$ cat config.mk
export PLATFORM = sky130hd
export DESIGN_NAME = nat_join_2
export DESIGN_NICKNAME = d
export VERILOG_FILES = /design/src/rtl/nat_join_2_pkg.sv /design/src/rtl/nat_join_2.sv
export SDC_FILE = /design/constraint.sdc
export NUM_CORES = 1
export LEC_CHECK = 0
export CAP_MARGIN = 40
export CORE_AREA = 3 3 40 42
export DETAILED_ROUTE_END_ITERATION = 8
export DIE_AREA = 0 0 43 45
export GPL_ROUTABILITY_DRIVEN = 1
export PLACE_DENSITY = 0.51
export SYNTH_ARGS = -nofsm -noshare
export SYNTH_HDL_FRONTEND = slang
export SYNTH_SLANG_ARGS = --single-unit
$ cat constraint.sdc
create_clock -name clk -period 2.1 [get_ports clk]
set_input_delay 0.21 -clock clk [delete_from_list [all_inputs] [get_ports clk]]
set_output_delay 0.21 -clock clk [all_outputs]
set_load 0.05 [all_outputs]
$ cat src/rtl/nat_join_2_pkg.sv
// Shared control-fabric definitions for the natural split/join blocks:
// FSM state encoding, a small sizing helper and the delay-parameter range check.
`ifndef NAT_CTRL_PARAM_CHECK
`define NAT_CTRL_PARAM_CHECK(val, lbl) \
  if ((val) < 1) begin : lbl \
    $error("nat control delay parameter must be at least 1"); \
  end
`endif

package nat_join_2_pkg;

  localparam logic [1:0] S_COLLECT   = 2'd0;
  localparam logic [1:0] S_DRIVE     = 2'd1;
  localparam logic [1:0] S_WAIT_FREE = 2'd2;
  localparam logic [1:0] S_FREE_DLY  = 2'd3;

  function automatic int max2(input int a, input int b);
    return (a > b) ? a : b;
  endfunction

endpackage

$ cat src/rtl/nat_join_2.sv
// Two-way join: waits for a drive token from each upstream branch, drives the
// downstream stage, then fans the downstream free back to both branches.
module nat_join_2
  import nat_join_2_pkg::*;
#(
  parameter int DRIVE_DLY = 1,
  parameter int FREE_DLY  = 2
) (
  input  logic clk,
  input  logic rst,
  input  logic i_drive0,
  input  logic i_drive1,
  input  logic i_freeNext,
  output logic o_drive,
  output logic o_free0,
  output logic o_free1,
  output logic o_busy,
  output logic o_err
);

  localparam int CW = $clog2(max2(DRIVE_DLY, FREE_DLY) + 1);

  `NAT_CTRL_PARAM_CHECK(DRIVE_DLY, g_chk_drive_dly)
  `NAT_CTRL_PARAM_CHECK(FREE_DLY, g_chk_free_dly)

  logic [1:0]    state_r, state_s;
  logic [CW-1:0] cnt_r, cnt_s;
  logic          pend0_r, pend0_s;
  logic          pend1_r, pend1_s;
  logic          cnt_zero_s;
  logic          drive_s, free_s, busy_s, err_s;

  assign cnt_zero_s = (cnt_r == '0);

  // State, counter, flags and all outputs are registered here.
  always_ff @(posedge clk or negedge rst) begin
    if (!rst) begin
      state_r <= S_COLLECT;
      cnt_r   <= '0;
      pend0_r <= 1'b0;
      pend1_r <= 1'b0;
      o_drive <= 1'b0;
      o_free0 <= 1'b0;
      o_free1 <= 1'b0;
      o_busy  <= 1'b0;
      o_err   <= 1'b0;
    end else begin
      state_r <= state_s;
      cnt_r   <= cnt_s;
      pend0_r <= pend0_s;
      pend1_r <= pend1_s;
      o_drive <= drive_s;
      o_free0 <= free_s;
      o_free1 <= free_s;
      o_busy  <= busy_s;
      o_err   <= err_s;
    end
  end

  // Next state, shared down-counter and pending flags; a drive on an
  // already-set flag is simply not accepted.
  always_comb begin
    state_s = state_r;
    cnt_s   = '0;
    pend0_s = pend0_r | (i_drive0 & ~pend0_r);
    pend1_s = pend1_r | (i_drive1 & ~pend1_r);
    case (state_r)
      S_COLLECT: begin
        if (pend0_s && pend1_s) begin
          state_s = S_DRIVE;
          cnt_s   = CW'(DRIVE_DLY - 1);
        end else begin
          state_s = S_COLLECT;
        end
      end
      S_DRIVE: begin
        if (cnt_zero_s) begin
          state_s = S_WAIT_FREE;
        end else begin
          cnt_s = cnt_r - 1'b1;
        end
      end
      S_WAIT_FREE: begin
        if (i_freeNext) begin
          state_s = S_FREE_DLY;
          cnt_s   = CW'(FREE_DLY - 1);
        end else begin
          state_s = S_WAIT_FREE;
        end
      end
      S_FREE_DLY: begin
        if (cnt_zero_s) begin
          state_s = S_COLLECT;
          pend0_s = 1'b0;
          pend1_s = 1'b0;
        end else begin
          cnt_s = cnt_r - 1'b1;
        end
      end
      default: begin
        state_s = S_COLLECT;
        pend0_s = 1'b0;
        pend1_s = 1'b0;
      end
    endcase
  end

  // Next values of the registered outputs.
  always_comb begin
    drive_s = (state_r == S_DRIVE) && cnt_zero_s;
    free_s  = (state_r == S_FREE_DLY) && cnt_zero_s;
    busy_s  = (state_s != S_COLLECT) || pend0_s || pend1_s;
    err_s   = o_err
            | (i_drive0 & pend0_r)
            | (i_drive1 & pend1_r)
            | (i_freeNext & (state_r != S_WAIT_FREE));
  end

endmodule

==> out/qor.txt <==
Critical path class - reg -> out
GRT Overall Usage - 8.037%
PortBufs - 9
Max Clk Rate - 621.6 MHz
Async SR Flop Fraction - 100.0%
Layout area overhead - 32.14%
Post-synthesis cell type count - 16
Clock tree buffer depth - 2
CTS root buf - clkbuf_4
Synth top cells by count - dfrtp_1, nor2_1, nand2_1
Die area - 1935 µm²
GP Congestion - 0.7849
Post-synth top area share - 64.94%
Internal power - 479.6 µW
CTS tree - built
Largest net degree at the start of global routing - 11
CP endpoint kind - output pin
Data required time of the worst path - 1.89 ns
Power per Cell Area - 1600 nW/µm²
Worst r2r dst - o_busy$_DFF_PN0_
Via-to-Cell Ratio - 4.793
Clk_lat worst skew - 0.25 ns
Slowest CP cell - clkdlybuf4s50_1
Part of the power in registers - 39.2%
Vias in the first global route - 241
Area of the mapped netlist - 385.4 µm²
Cells taking the most area after synthesis - dfrtp_1, nor2_1, nor3b_4
Initial core utilization - 29.99%
Hold Vio Cnt, Final - 0
Post-synthesis cell count - 32
RSZ-0062 raised after global routing - no
Fin crit share - 76.61%
WL/cell - 11.52 µm
Storage element area - 250.2 µm²
Final setup viols - 0
Crit path buf inv count - 1
Die height - 45 µm
Reg2reg start - state_r[0]$_DFF_PN0_
Initial DRC count - 5
CP startpoint kind - register
Design Power - 814.6 µW
Clock power frac - 14.9%
Mapped Nets - 37
Ys Warns - 0
Sink Count - 10
Comb pwr share - 45.9%
Post-CTS Setup Inserts - 0
Num CTS Buffers - 3
Initial antenna violation count - 0
Layout cells sized above 1 - 16.28%
Post_cts resized - 0
Commonest register cell after synthesis - dfrtp_1
Synth Register Bits - 10
MaxCap Viol Count - 0
Max-slew violation count - 0
Worst Reg2Reg Path Length in Cells - 3
Drt first pass iters - 4
Skew final - 0.0007985 ns
Worst-path maximum fanout - 2
First-pass GRT wire length - 1.021 mm
Crit path cell chain - clkdlybuf4s50_1
Row Count - 13
Number of flops mapped to enable cells by yosys - 0
Fill count - 124
Syn avg cell area - 12.04 µm²
Max IR drop VDD - 0.6001 mV
Top-level I/O count - 10
Status - completed
R2R Setup Slk - 1.00 ns
CP max stage delay - 0.80 ns
Dpl cells - 55
Setup TNS - 0 ns
P_leak - 0.2148 nW
Post-DP HPWL - 496.4 µm
CP arrival - 1.40 ns
Dominant cell type by area after synthesis - dfrtp_1
Min cycle time layout - 1.609 ns
Worst Hold Class - in -> async
Multi-input logic area - 123.9 µm²
Number of diodes - 0
Final Net Count - 50
Max transition margin - 66.91%
Total grt overflow - 0
Switching power - 335.0 µW
Pin slew with the least headroom to its limit - 0.4948 ns
# hold bufs at CTS - 0
Die extent in x - 43 µm
Min Hold Slack - 0.2596 ns
Worst-path clk slew - 0.06 ns
Vias - 278
CP endpoint - o_err
Layout Cells excl Fill - 58
Post-layout util - 39.63%
Top Family by Delay on Critical Path - buffers and inverters
Number of routed nets with antenna violations - 0
Worst Setup SP - o_err$_DFF_PN0_
Stages on worst setup path - 1
Switching part of the total power - 41.12%
Routed WL - 668 µm
Drc violations - 0
Core Box Area - 1285 µm²
H-tree Lvls - 1
Most instantiated library cell after synthesis - dfrtp_1
Seq/Total Area, Yosys - 64.94%
-- worst min path at each step --
stage,startpoint,to,depth (start not counted)
floorplan,rst,cnt_r[0]$_DFF_PN0_,0
global placement,o_err$_DFF_PN0_,o_err$_DFF_PN0_,2
detailed placement,o_err$_DFF_PN0_,o_err$_DFF_PN0_,2
CTS,rst,o_busy$_DFF_PN0_,1
global route,rst,o_busy$_DFF_PN0_,1
finish,rst,o_drive$_DFF_PN0_,1
-- metrics by stage --
step | worst slack, ns | cell area, µm²
after floorplan | 1.004 | 385.4
after detailed placement | 0.7615 | 486.7
after global placement | 0.7690 | 486.7
after CTS | 0.4747 | 509.2
after global routing | 0.4506 | 509.2
final | 0.4911 | 509.2
-- state kept, by name (all words and copies together) (netlist names) --
register  cells
cnt_r         2
state_r       2
o_busy        1
o_drive       1
o_err         1
o_free1       1
pend0_r       1
pend1_r       1
-- power groups by stage --
stage | registers [mW] | logic (mW) | clock network [mW]
floorplan | 0.415 | 0.176 | 0
global placement | 0.319 | 0.373 | 0
detailed placement | 0.322 | 0.372 | 0
CTS | 0.320 | 0.375 | 0.129
global route | 0.330 | 0.389 | 0.140
finish | 0.319 | 0.374 | 0.121
-- layout by cell type (no fill, tap or decap) --
cell,instances
nor2_1,5
a221oi_1,1
nor3b_4,1
clkdlybuf4s50_1,9
nand2_1,3
and3_2,1
o21ai_0,1
dfrtp_1,10
xnor2_1,1
and2_2,1
o22ai_1,1
inv_1,1
or3_1,1
a31oi_1,1
a21oi_1,2
and2_4,1
clkbuf_4,3
-- routing by layer --
layer  global-route usage (%)  routed length, µm  vias up
li1                         -                  -      135
met1                    8.838                292      133
met2                    10.48                334       10
met3                    5.179                 41        0
met4                    7.229                  0        0
met5                        0                  0        -
-- kinds of logic (layout without fill, tap and decap cells) --
group / Yosys count / after routing / synth area share (%)
xor gates and xnor gates: 1 / 1 / 2.273
DFF: 10 / 10 / 64.94
AOI/OAI and AO/OA: 6 / 6 / 9.417
and+or+nand+nor: 13 / 13 / 20.46
buffers and inverters: 2 / 13 / 2.922
-- area by class of cell --
type                    instances  share of cell area, %
multi-input cells              20                  24.32
clock buffers                   3                  4.423
well taps                      15                  3.686
repair buffers                  9                  17.69
inverters                       1                 0.7371
flip-flops and latches         10                  49.14
Power figures use the tool's default switching activity.
==> variant, RTL diff (same flow settings) <==
Register the output `o_err` once more, without a reset; this adds one clock of latency there. The other outputs are not delayed to match.
--- a/src/rtl/nat_join_2.sv
+++ b/src/rtl/nat_join_2.sv
@@ -21,2 +21,4 @@
   localparam int CW = $clog2(max2(DRIVE_DLY, FREE_DLY) + 1);
+
+  logic o_err_s0;
 
@@ -45,3 +47,3 @@
       o_busy  <= 1'b0;
-      o_err   <= 1'b0;
+      o_err_s0 <= 1'b0;
     end else begin
@@ -55,3 +57,3 @@
       o_busy  <= busy_s;
-      o_err   <= err_s;
+      o_err_s0 <= err_s;
     end
@@ -112,3 +114,3 @@
     busy_s  = (state_s != S_COLLECT) || pend0_s || pend1_s;
-    err_s   = o_err
+    err_s   = o_err_s0
             | (i_drive0 & pend0_r)
@@ -118,2 +120,6 @@
 
+  always_ff @(posedge clk) begin
+    o_err <= o_err_s0;
+  end
+
 endmodule
Function: changed (Yosys sat finds a counterexample within 4 cycles, from zero or initial values and one cycle with rst low).
==> variant against the original RTL <==
  * Worst setup slack better by 0.0090 ns
  * Area after synthesis up 5.2%
  * Design area up 4.7%
  * Wire length down 6.0%
  * Total power up 3.0%
  * Synthesized cell count up 3.1%
  * Sequential cell count up 1
  * Highest routed layer is now met4
  * Sequential share of layout area up 1.6 points
  * Critical path type unchanged
==> variant: results (changes against the original RTL) <==
Status:
- Run status: finished, final reports clean (unchanged).

Synth:
- The sequential fraction of the synthesis area is 0.6667 (was 0.6494).
- The fraction of synthesis flops using an asynchronous set or reset pin is 0.9091 (was 1.000).
- The number of distinct library cells after synthesis is 17 (was 16).
- The instance count of the mapped netlist is 33 (was 32).
- Leading cell types by count after synthesis: sky130_fd_sc_hd__dfrtp_1, sky130_fd_sc_hd__nor2_1, sky130_fd_sc_hd__nand2_1 (unchanged).
- The post-synth net total is 38 (was 37).
- Largest cells by area after synthesis: sky130_fd_sc_hd__dfrtp_1, sky130_fd_sc_hd__dfxtp_1, sky130_fd_sc_hd__nor2_1 (was sky130_fd_sc_hd__dfrtp_1, sky130_fd_sc_hd__nor2_1, sky130_fd_sc_hd__nor3b_4).

Pwr:
- The portion of total power attributed to sequential cells is 0.403 (was 0.392).
- The worst IR drop on VDD is 0.8857 mV (was 0.6001 mV).
- The relative contribution of the clock network to total power is 0.157 (was 0.149).
- The cell-internal power was 0.5055 mW (was 0.4796 mW).
- The reported leakage power came to 0.2241 nW (was 0.2148 nW).

Critical path:
- The worst stage delay on the critical path is 0.80 ns (about the same).
- The flop-to-flop setup slack is 1.01 ns.
- The critical register-to-register path startpoint was state_r[0] (unchanged).
- The worst reg2reg path endpoint is o_busy (unchanged).
- The logic depth of the worst register-to-register path was 3 (unchanged).
- The worst-path maximum fanout came to 2 (unchanged).

CTS:
- The buffer depth of the longest clock path is 2 (unchanged).
- The cell chosen for the clock root is sky130_fd_sc_hd__clkbuf_4 (unchanged).
- The number of post-CTS setup repair buffers is 0 (unchanged).
- The post-CTS resize count was 0 (unchanged).
- The clock latency on the worst-skew pair is 0.25 ns (about the same).

Drt:
- The mean routed wirelength per cell is 10.47 um (was 11.52 um).
- The number of vias in the routed layout came to 274 (was 278).
- The count of routing violations after the opening detailed-route iteration is 3 (was 5).

Placed design:
- The number of cells in the design after placement was 56 (was 55).
- The sum of net half-perimeters after detailed placement came to 488.6 um (was 496.4 um).
- The final weighted congestion in routability-driven placement is 0.6729 (was 0.7849).
- The number of buffers added on ports was 9 (unchanged).

Final layout:
- The antenna diode count is 0 (unchanged).
- The number of inserted filler cells in the final layout is 123 (was 124).
- The proportion of layout cells with a drive suffix above 1 was 0.1556 (was 0.1628).
- The area overhead of the layout relative to synthesis came to 31.48% (was 32.14%).
- The final non-filler cell total is 60 (was 58).
- The final net count is 51 (was 50).
- Registers with the highest flip-flop counts: cnt_r (2), state_r (2) (unchanged).

Global route:
- The global-route wire length before repair is 1159 um (was 1021 um).
- The via count of the first global-routing pass is 285 (was 241).
- The maximum number of pins on one net before global-route repair was 11 (unchanged).
- The number of antenna violations at the first check in global routing is 0 (unchanged).
- The global-route usage over all layers is 0.08467 (was 0.08037).

STA:
- The transition at the pin with the smallest max-transition slack was 0.4960 ns (was 0.4948 ns).
- The worst hold slack across all endpoints is 0.2563 ns (was 0.2596 ns).
- The largest clock skew in the final design is 0.002493 ns (was 0.0007985 ns).
## variant: changes by cell type in the layout (fill, tap and decap cells not counted)
cell,before,now
sky130_fd_sc_hd__dfxtp_1,0,1
sky130_fd_sc_hd__clkbuf_1,0,1
## variant: routing by layer
layer | vias to the layer above | wire length [um] | track usage
li1 | 135 | - | -
met1 | 128 | 268 | 0.09620
met2 | 9 | 280 | 0.1257
met3 | 2 | 68 | 0.03187
met4 | 0 | 10 | 0.07229
met5 | - | 0 | 0
## variant: per-stage QoR
| stage | total power [mW] | setup WS, ns | utilization | area (um^2) |
|---|---|---|---|---|
| CTS | 0.8524 | 0.4824 | 0.4148 | 533.0 |
| global placement | 0.7058 | 0.7757 | 0.3944 | 506.7 |
| floorplan | 0.6105 | 1.004 | - | 405.4 |
| global route | 0.8971 | 0.4459 | 0.4148 | 533.0 |
| finish | 0.8387 | 0.5001 | 0.4148 | 533.0 |
| detailed placement | 0.7146 | 0.7661 | 0.3944 | 506.7 |
## variant: kinds of logic after synthesis
kind of cell / count (synthesis) / share of synthesized area
and+or+nand+nor: 13 / 0.1945
xor gates and xnor gates: 1 / 0.02161
AOI/OAI and AO/OA: 6 / 0.08952
buffers and inverters: 2 / 0.02778
DFF: 11 / 0.6667
## variant: final cells by class
class / count / share of cell area
clock buffers: 4 / 0.04930
inverters: 1 / 0.007042
multi-input cells: 20 / 0.2324
flip-flops and latches: 11 / 0.5070
well taps: 15 / 0.03521
repair buffers: 9 / 0.1690
## variant: how the worst max path moves through the flow
stage                     slack [ns]     from      end
after floorplan                 1.00  o_free1  o_free1
after global placement          0.78  o_free1  o_free0
after detailed placement        0.77  o_free1  o_free0
after CTS                       0.48  o_free1  o_free0
after global routing            0.45  o_free1  o_free0
final                           0.50  o_free1  o_free0
